==> config.mk <==
export PLATFORM = sky130hd
export DESIGN_NAME = biquad_cascade_tdm
export DESIGN_NICKNAME = d
export VERILOG_FILES = /design/src/rtl/biquad_pkg.sv /design/src/rtl/biquad_mac.sv /design/src/rtl/biquad_cascade_tdm.sv
export SDC_FILE = /design/constraint.sdc
export NUM_CORES = 2
export LEC_CHECK = 0
export ABC_AREA = 1
export CAP_MARGIN = 20
export CORE_ASPECT_RATIO = 1.1
export CORE_MARGIN = 10
export CORE_UTILIZATION = 35
export DETAILED_ROUTE_END_ITERATION = 8
export GPL_TIMING_DRIVEN = 0
export PLACE_DENSITY_LB_ADDON = 0.2
export SYNTH_ARGS = -nofsm -noshare
export SYNTH_HDL_FRONTEND = slang
export SYNTH_SLANG_ARGS = --single-unit
==> constraint.sdc <==
create_clock -name clk -period 50.3 [get_ports clk]
set_input_delay 15.09 -clock clk [delete_from_list [all_inputs] [get_ports clk]]
set_output_delay 15.09 -clock clk [all_outputs]
set_load 0.02 [all_outputs]
==> src/rtl/biquad_pkg.sv <==
// biquad_pkg: shared types, Q-format constants and the rounding/saturation helper for the biquad family.
package biquad_pkg;

    localparam int DFLT_SAMPLE_WIDTH = 8;
    localparam int DFLT_COEF_WIDTH   = 16;
    localparam int DFLT_NUM_STAGES   = 4;
    localparam int DFLT_NUM_CHANNELS = 2;
    localparam int ONE               = 2 ** (DFLT_COEF_WIDTH - 2);

    typedef enum logic [2:0] {B0, B1, B2, A1, A2} coef_idx_e;

    typedef enum logic [1:0] {S_IDLE, S_MAC, S_WB, S_OUT} state_e;

    // Round half up, drop the Q fraction bits, clamp to the signed sample range.
    function automatic logic signed [63:0] round_sat(input logic signed [63:0] acc,
                                                     input int sample_width,
                                                     input int coef_width);
        logic signed [63:0] r;
        logic signed [63:0] hi;
        logic signed [63:0] lo;
        r  = (acc + (64'sd1 <<< (coef_width - 3))) >>> (coef_width - 2);
        hi = (64'sd1 <<< (sample_width - 1)) - 64'sd1;
        lo = -(64'sd1 <<< (sample_width - 1));
        return r > hi ? hi : r < lo ? lo : r;
    endfunction

endpackage

==> src/rtl/biquad_mac.sv <==
// biquad_mac: signed multiply-accumulate with clear/add/subtract control and rounded, saturated output.
module biquad_mac
    import biquad_pkg::*;
#(
    parameter int SAMPLE_WIDTH = DFLT_SAMPLE_WIDTH,
    parameter int COEF_WIDTH   = DFLT_COEF_WIDTH,
    localparam int ACC_W       = SAMPLE_WIDTH + COEF_WIDTH + 3
)(
    input  logic                           clk,
    input  logic                           reset,
    input  logic                           en,
    input  logic                           clear,
    input  logic                           sub,
    input  logic signed [SAMPLE_WIDTH-1:0] sample,
    input  logic signed [COEF_WIDTH-1:0]   coef,
    output logic signed [SAMPLE_WIDTH-1:0] y
);

    logic signed [SAMPLE_WIDTH+COEF_WIDTH-1:0] prod;
    logic signed [ACC_W-1:0]                   term;
    logic signed [ACC_W-1:0]                   acc;

    // Full-precision product, sign-extended and optionally negated for the feedback taps.
    always_comb begin
        prod = sample * coef;
        term = sub ? -ACC_W'(prod) : ACC_W'(prod);
        y    = SAMPLE_WIDTH'(round_sat(64'(acc), SAMPLE_WIDTH, COEF_WIDTH));
    end

    // Accumulator: clear restarts the sum with the current product.
    always_ff @(posedge clk or posedge reset) begin
        if (reset) acc <= '0;
        else if (en) acc <= (clear ? '0 : acc) + term;
    end

endmodule

==> src/rtl/biquad_cascade_tdm.sv <==
// biquad_cascade_tdm: multi-channel cascade of DF-I biquads sharing one time-multiplexed multiplier.
module biquad_cascade_tdm
    import biquad_pkg::*;
#(
    parameter int SAMPLE_WIDTH = DFLT_SAMPLE_WIDTH,
    parameter int COEF_WIDTH   = DFLT_COEF_WIDTH,
    parameter int NUM_STAGES   = DFLT_NUM_STAGES,
    parameter int NUM_CHANNELS = DFLT_NUM_CHANNELS,
    localparam int CHAN_W      = NUM_CHANNELS > 1 ? $clog2(NUM_CHANNELS) : 1,
    localparam int STAGE_W     = NUM_STAGES > 1 ? $clog2(NUM_STAGES) : 1
)(
    input  logic                           clk,
    input  logic                           reset,
    input  logic signed [SAMPLE_WIDTH-1:0] in_data,
    input  logic [CHAN_W-1:0]              in_chan,
    input  logic                           in_valid,
    output logic                           in_ready,
    output logic signed [SAMPLE_WIDTH-1:0] out_data,
    output logic [CHAN_W-1:0]              out_chan,
    output logic                           out_valid,
    input  logic                           coef_we,
    input  logic [STAGE_W-1:0]             coef_stage,
    input  logic [2:0]                     coef_idx,
    input  logic signed [COEF_WIDTH-1:0]   coef_data,
    input  logic                           coef_commit,
    output logic                           busy
);

    localparam logic signed [COEF_WIDTH-1:0] UNITY = COEF_WIDTH'(1) << (COEF_WIDTH - 2);

    state_e state, next_state;
    logic [2:0]                     tap;
    logic [STAGE_W-1:0]             sec;
    logic [CHAN_W-1:0]              chan;
    logic signed [SAMPLE_WIDTH-1:0] x, operand, y;
    logic signed [COEF_WIDTH-1:0]   coef;
    logic signed [SAMPLE_WIDTH-1:0] x1 [NUM_CHANNELS][NUM_STAGES];
    logic signed [SAMPLE_WIDTH-1:0] x2 [NUM_CHANNELS][NUM_STAGES];
    logic signed [SAMPLE_WIDTH-1:0] y1 [NUM_CHANNELS][NUM_STAGES];
    logic signed [SAMPLE_WIDTH-1:0] y2 [NUM_CHANNELS][NUM_STAGES];
    logic signed [COEF_WIDTH-1:0]   shadow    [NUM_STAGES][5];
    logic signed [COEF_WIDTH-1:0]   shadow_nx [NUM_STAGES][5];
    logic signed [COEF_WIDTH-1:0]   active    [NUM_STAGES][5];
    logic idle_like, chan_ok, accept, last_tap, last_sec, coef_ok, copy, commit_pending;

    // Handshake, status and the tap operand/coefficient mux feeding the shared multiplier.
    always_comb begin
        idle_like = state == S_IDLE || state == S_OUT;
        in_ready  = !reset && idle_like;
        busy      = !idle_like;
        out_valid = state == S_OUT;
        chan_ok   = 32'(in_chan) < NUM_CHANNELS;
        accept    = in_valid && in_ready && chan_ok;
        last_tap  = tap == 3'(A2);
        last_sec  = sec == STAGE_W'(NUM_STAGES - 1);
        operand   = tap == 3'(B0) ? x :
                    tap == 3'(B1) ? x1[chan][sec] :
                    tap == 3'(B2) ? x2[chan][sec] :
                    tap == 3'(A1) ? y1[chan][sec] : y2[chan][sec];
        coef      = active[sec][tap];
    end

    // FSM state register; an out-of-range channel is consumed without leaving idle.
    always_ff @(posedge clk or posedge reset) begin
        if (reset) state <= S_IDLE;
        else state <= next_state;
    end

    // Next state: idle -> 5 MAC taps -> writeback, repeated per section, then one output cycle.
    always_comb begin
        next_state = idle_like ? (accept ? S_MAC : S_IDLE) :
                     state == S_MAC ? (last_tap ? S_WB : S_MAC) :
                     state == S_WB ? (last_sec ? S_OUT : S_MAC) : S_IDLE;
    end

    biquad_mac #(
        .SAMPLE_WIDTH(SAMPLE_WIDTH),
        .COEF_WIDTH  (COEF_WIDTH)
    ) u_mac (
        .clk   (clk),
        .reset (reset),
        .en    (state == S_MAC),
        .clear (tap == 3'(B0)),
        .sub   (tap >= 3'(A1)),
        .sample(operand),
        .coef  (coef),
        .y     (y)
    );

    // Sample latch, tap/section counters, per-channel section state and the output register.
    always_ff @(posedge clk or posedge reset) begin
        if (reset) begin
            tap      <= '0;
            sec      <= '0;
            chan     <= '0;
            x        <= '0;
            out_data <= '0;
            out_chan <= '0;
            for (int c = 0; c < NUM_CHANNELS; c++)
                for (int s = 0; s < NUM_STAGES; s++) begin
                    x1[c][s] <= '0;
                    x2[c][s] <= '0;
                    y1[c][s] <= '0;
                    y2[c][s] <= '0;
                end
        end else begin
            if (accept) begin
                x    <= in_data;
                chan <= in_chan;
                tap  <= '0;
                sec  <= '0;
            end
            if (state == S_MAC) tap <= tap + 3'd1;
            if (state == S_WB) begin
                x2[chan][sec] <= x1[chan][sec];
                x1[chan][sec] <= x;
                y2[chan][sec] <= y1[chan][sec];
                y1[chan][sec] <= y;
                x             <= y;
                tap           <= '0;
                sec           <= last_sec ? '0 : sec + STAGE_W'(1);
                if (last_sec) begin
                    out_data <= y;
                    out_chan <= chan;
                end
            end
        end
    end

    // Shadow write view; a commit takes effect in any idle-like cycle, including one that accepts.
    always_comb begin
        coef_ok   = coef_idx <= 3'(A2) && 32'(coef_stage) < NUM_STAGES;
        shadow_nx = shadow;
        if (coef_we && coef_ok) shadow_nx[coef_stage][coef_idx] = coef_data;
        copy      = idle_like && (commit_pending || coef_commit);
    end

    // Coefficient banks: same-cycle writes are included in the copy so they are not lost.
    always_ff @(posedge clk or posedge reset) begin
        if (reset) begin
            commit_pending <= 1'b0;
            for (int s = 0; s < NUM_STAGES; s++)
                for (int i = 0; i < 5; i++) begin
                    shadow[s][i] <= i == 0 ? UNITY : '0;
                    active[s][i] <= i == 0 ? UNITY : '0;
                end
        end else begin
            shadow         <= shadow_nx;
            commit_pending <= copy ? 1'b0 : commit_pending || coef_commit;
            if (copy) active <= shadow_nx;
        end
    end

endmodule
==> out/summary.txt <==
status: complete, no violations
GR Layer Usage met2: 0.357
Synth area leaders: dfrtp_1, o21ai_0, nand2_1
CP endpoint kind: output port
largest area contributor in the netlist: dfrtp_1
Synth Warn #: 0
max incr delay on CP: 0.71 ns
Clock Sinks: 949
XOR/XNOR Fraction of Synth Area: 0.00793
hold depth: 2
FILL cells: 13654
met1 Use GR: 0.313
fmax: 0.0314 GHz
Worst Skew: 0.0290 ns
ratio of final minimum period to clock period: 0.633
largest family of logic cells by synthesized area: compound AO/OA/AOI/OAI gates
RSZ-0062 raised after global routing: false
clock buffer depth: 3
GP Congestion: 0.933
cell with the most instances after synthesis: nand2_1
Async S/R FF share, synth: 1.00
Critical R2R Capture: u_mac.acc[24]
DP Area: 50500 sq um
library cells used by synthesis: 61
CP startpoint: reset
quantity of I/O buffers inserted on ports: 45
Die Height: 406 um
core area: 135000 sq um
Row Count: 141
setup bufs post-CTS: 0
mean cell area of the mapped netlist: 9.06 sq um
WL/cell: 23.9 um
Initial DRT Pass Iterations: 6
CP max FO: 9
Seq/Total Area, Yosys: 0.500
drc violations: 0
Post-Synth Adder-Cell Area: 0.0668
number of synthesized flops with an enable pin: 0
met3 Usage GRT: 0.0323
DP Wirelength: 126000 um
cell repeated most along the worst path: clkdlybuf4s50_1
CTS tree: done
top cell type's share of synthesized area: 0.496
Reg2Reg Depth: 47
pin count of the biggest net entering global routing: 127
Chip Width: 371 um
hold_buf cts: 0
# resized after CTS: 0
flop-to-flop setup slack: 39.55 ns
total grt overflow: 0
initial DRC count: 3812
# IOs: 47
CTS root buf: clkbuf_16
TritonCTS buffer count: 105
path type of the worst min-delay path: reg -> reg
Synth Area in Simple Gates: 0.137
Total GRT Usage: 0.228
Final Core Density: 0.403
syn_nets: 5466
Worst R2R Start: sec[0]
Worst EP arrival: 16.73 ns
die area: 151000 sq um
DRT antenna net count: 0
kind of critical path: in -> out
initial antenna violation count: 6
final hold violation count: 0
max cap viols: 0
hold_sp: y1[49]
Top Usage Layer GRT: met2
Cells after DPL: 7087
predominant post-synthesis flop cell: dfrtp_1
post-synthesis compound-gate area fraction: 0.165
vias in the first global route: 38042
clk slew on worst S/H paths: 0.06 ns
vias per cell: 5.31
top cells by count, synth: nand2_1, dfrtp_1, o21ai_0, nor2_1, inv_1
Nets: 5634
Mapped Cells: 5240
fin crit period: 31.82 ns
first-pass GRT wire length: 257000 um
Area Growth Syn to Fin: 14.3%
clk_lat worst skew: 0.72 ns
Cell Area, Synth: 47500 sq um
initial core utilization: 0.353
final WL: 174000 um
routed vias: 38704
CP Cell Sequence: clkdlybuf4s50_1, nor2_1, clkdlybuf4s50_1
Worst-Margin Slew: 1.17 ns
Yosys reg bits: 949
Max-slew headroom: 0.222
Critical-path top delay cell: clkdlybuf4s50_1
mux cell area share after synthesis: 0.0548
max-slew violation count: 0
share of cells above drive strength 1: 0.127
# setup viols final: 0
WP data required: 35.21 ns
Startpoint Class: input pin
fin area: 54300 sq um
H-tree Lvls: 3
fin cells: 7287
Worst Hold End: y1[49]
==> cells by family after synthesis <==
| kind of cell | Yosys count |
|---|---|
| xor+xnor | 43 |
| simple gates | 1645 |
| flops | 949 |
| buf+inv | 783 |
| fa+ha+maj | 191 |
| compound gates | 1398 |
| mux | 231 |
==> layout by cell type (no fill, tap or decap), drive strengths merged, types with 26 or more instances in the layout <==
master	count
nand2	1007
nor3	26
fa	104
o21ai	1017
a22oi	28
clkdlybuf4s50	45
o22ai	63
nor2	493
mux2	231
a21oi	210
nand3	80
ha	87
buf	143
inv	462
xor2	30
dfrtp	941
clkbuf	355
==> worst max-delay path, delay by kind of cell <==
| kind | cells | cell delay (ns) |
|---|---|---|
| and+or+nand+nor | 1 | 0.43 |
| buffers and inverters | 2 | 1.22 |
==> how the worst max path moves through the flow <==
stage / cells past startpoint / end
after floorplan: 1 / active[0]
after global placement: 2 / shadow[215]
after detailed placement: 3 / in_ready
after CTS: 3 / in_ready
after global routing: 3 / in_ready
final: 3 / in_ready
==> per-stage QoR <==
step / hold slack [ns] / worst slack [ns] / setup TNS (ns)
final: 0.476 / 18.48 / 0
after global placement: 0.459 / -3.75 / -3404.78
after CTS: 0.478 / 18.46 / 0
after detailed placement: 0.464 / 18.46 / 0
after global routing: 0.493 / 18.38 / 0
after floorplan: 0.446 / 8.53 / 0
==> routing by layer <==
| metal | routed length (um) | share of wire |
|---|---|---|
| met1 | 76600 | 0.44 |
| met2 | 78500 | 0.45 |
| met3 | 10500 | 0.060 |
| met4 | 8650 | 0.050 |
| met5 | 0 | 0 |
==> state kept, by name, indices dropped and copies added, names as in the netlist, 8 cells and up <==
name       count
out_data       8
y1            64
x              8
x2            64
shadow       320
active       320
y2            64
u_mac.acc     27
x1            64
==> area by class of cell <==
cell class | instances | area (sq um) | share of cell area
inverters | 461 | 1780 | 0.0327
repair buffers | 61 | 815 | 0.0150
flip-flops and latches | 949 | 23800 | 0.438
clock buffers | 160 | 3170 | 0.0585
well taps | 1787 | 2240 | 0.0412
diodes | 3 | 7.51 | 0.000138
multi-input cells | 3508 | 20500 | 0.378
plain buffers | 322 | 1470 | 0.0270
clock inverters | 36 | 536 | 0.00987
Power is not shown: default switching activity piles up to over one toggle a cycle in this logic, so the estimate is an artifact.
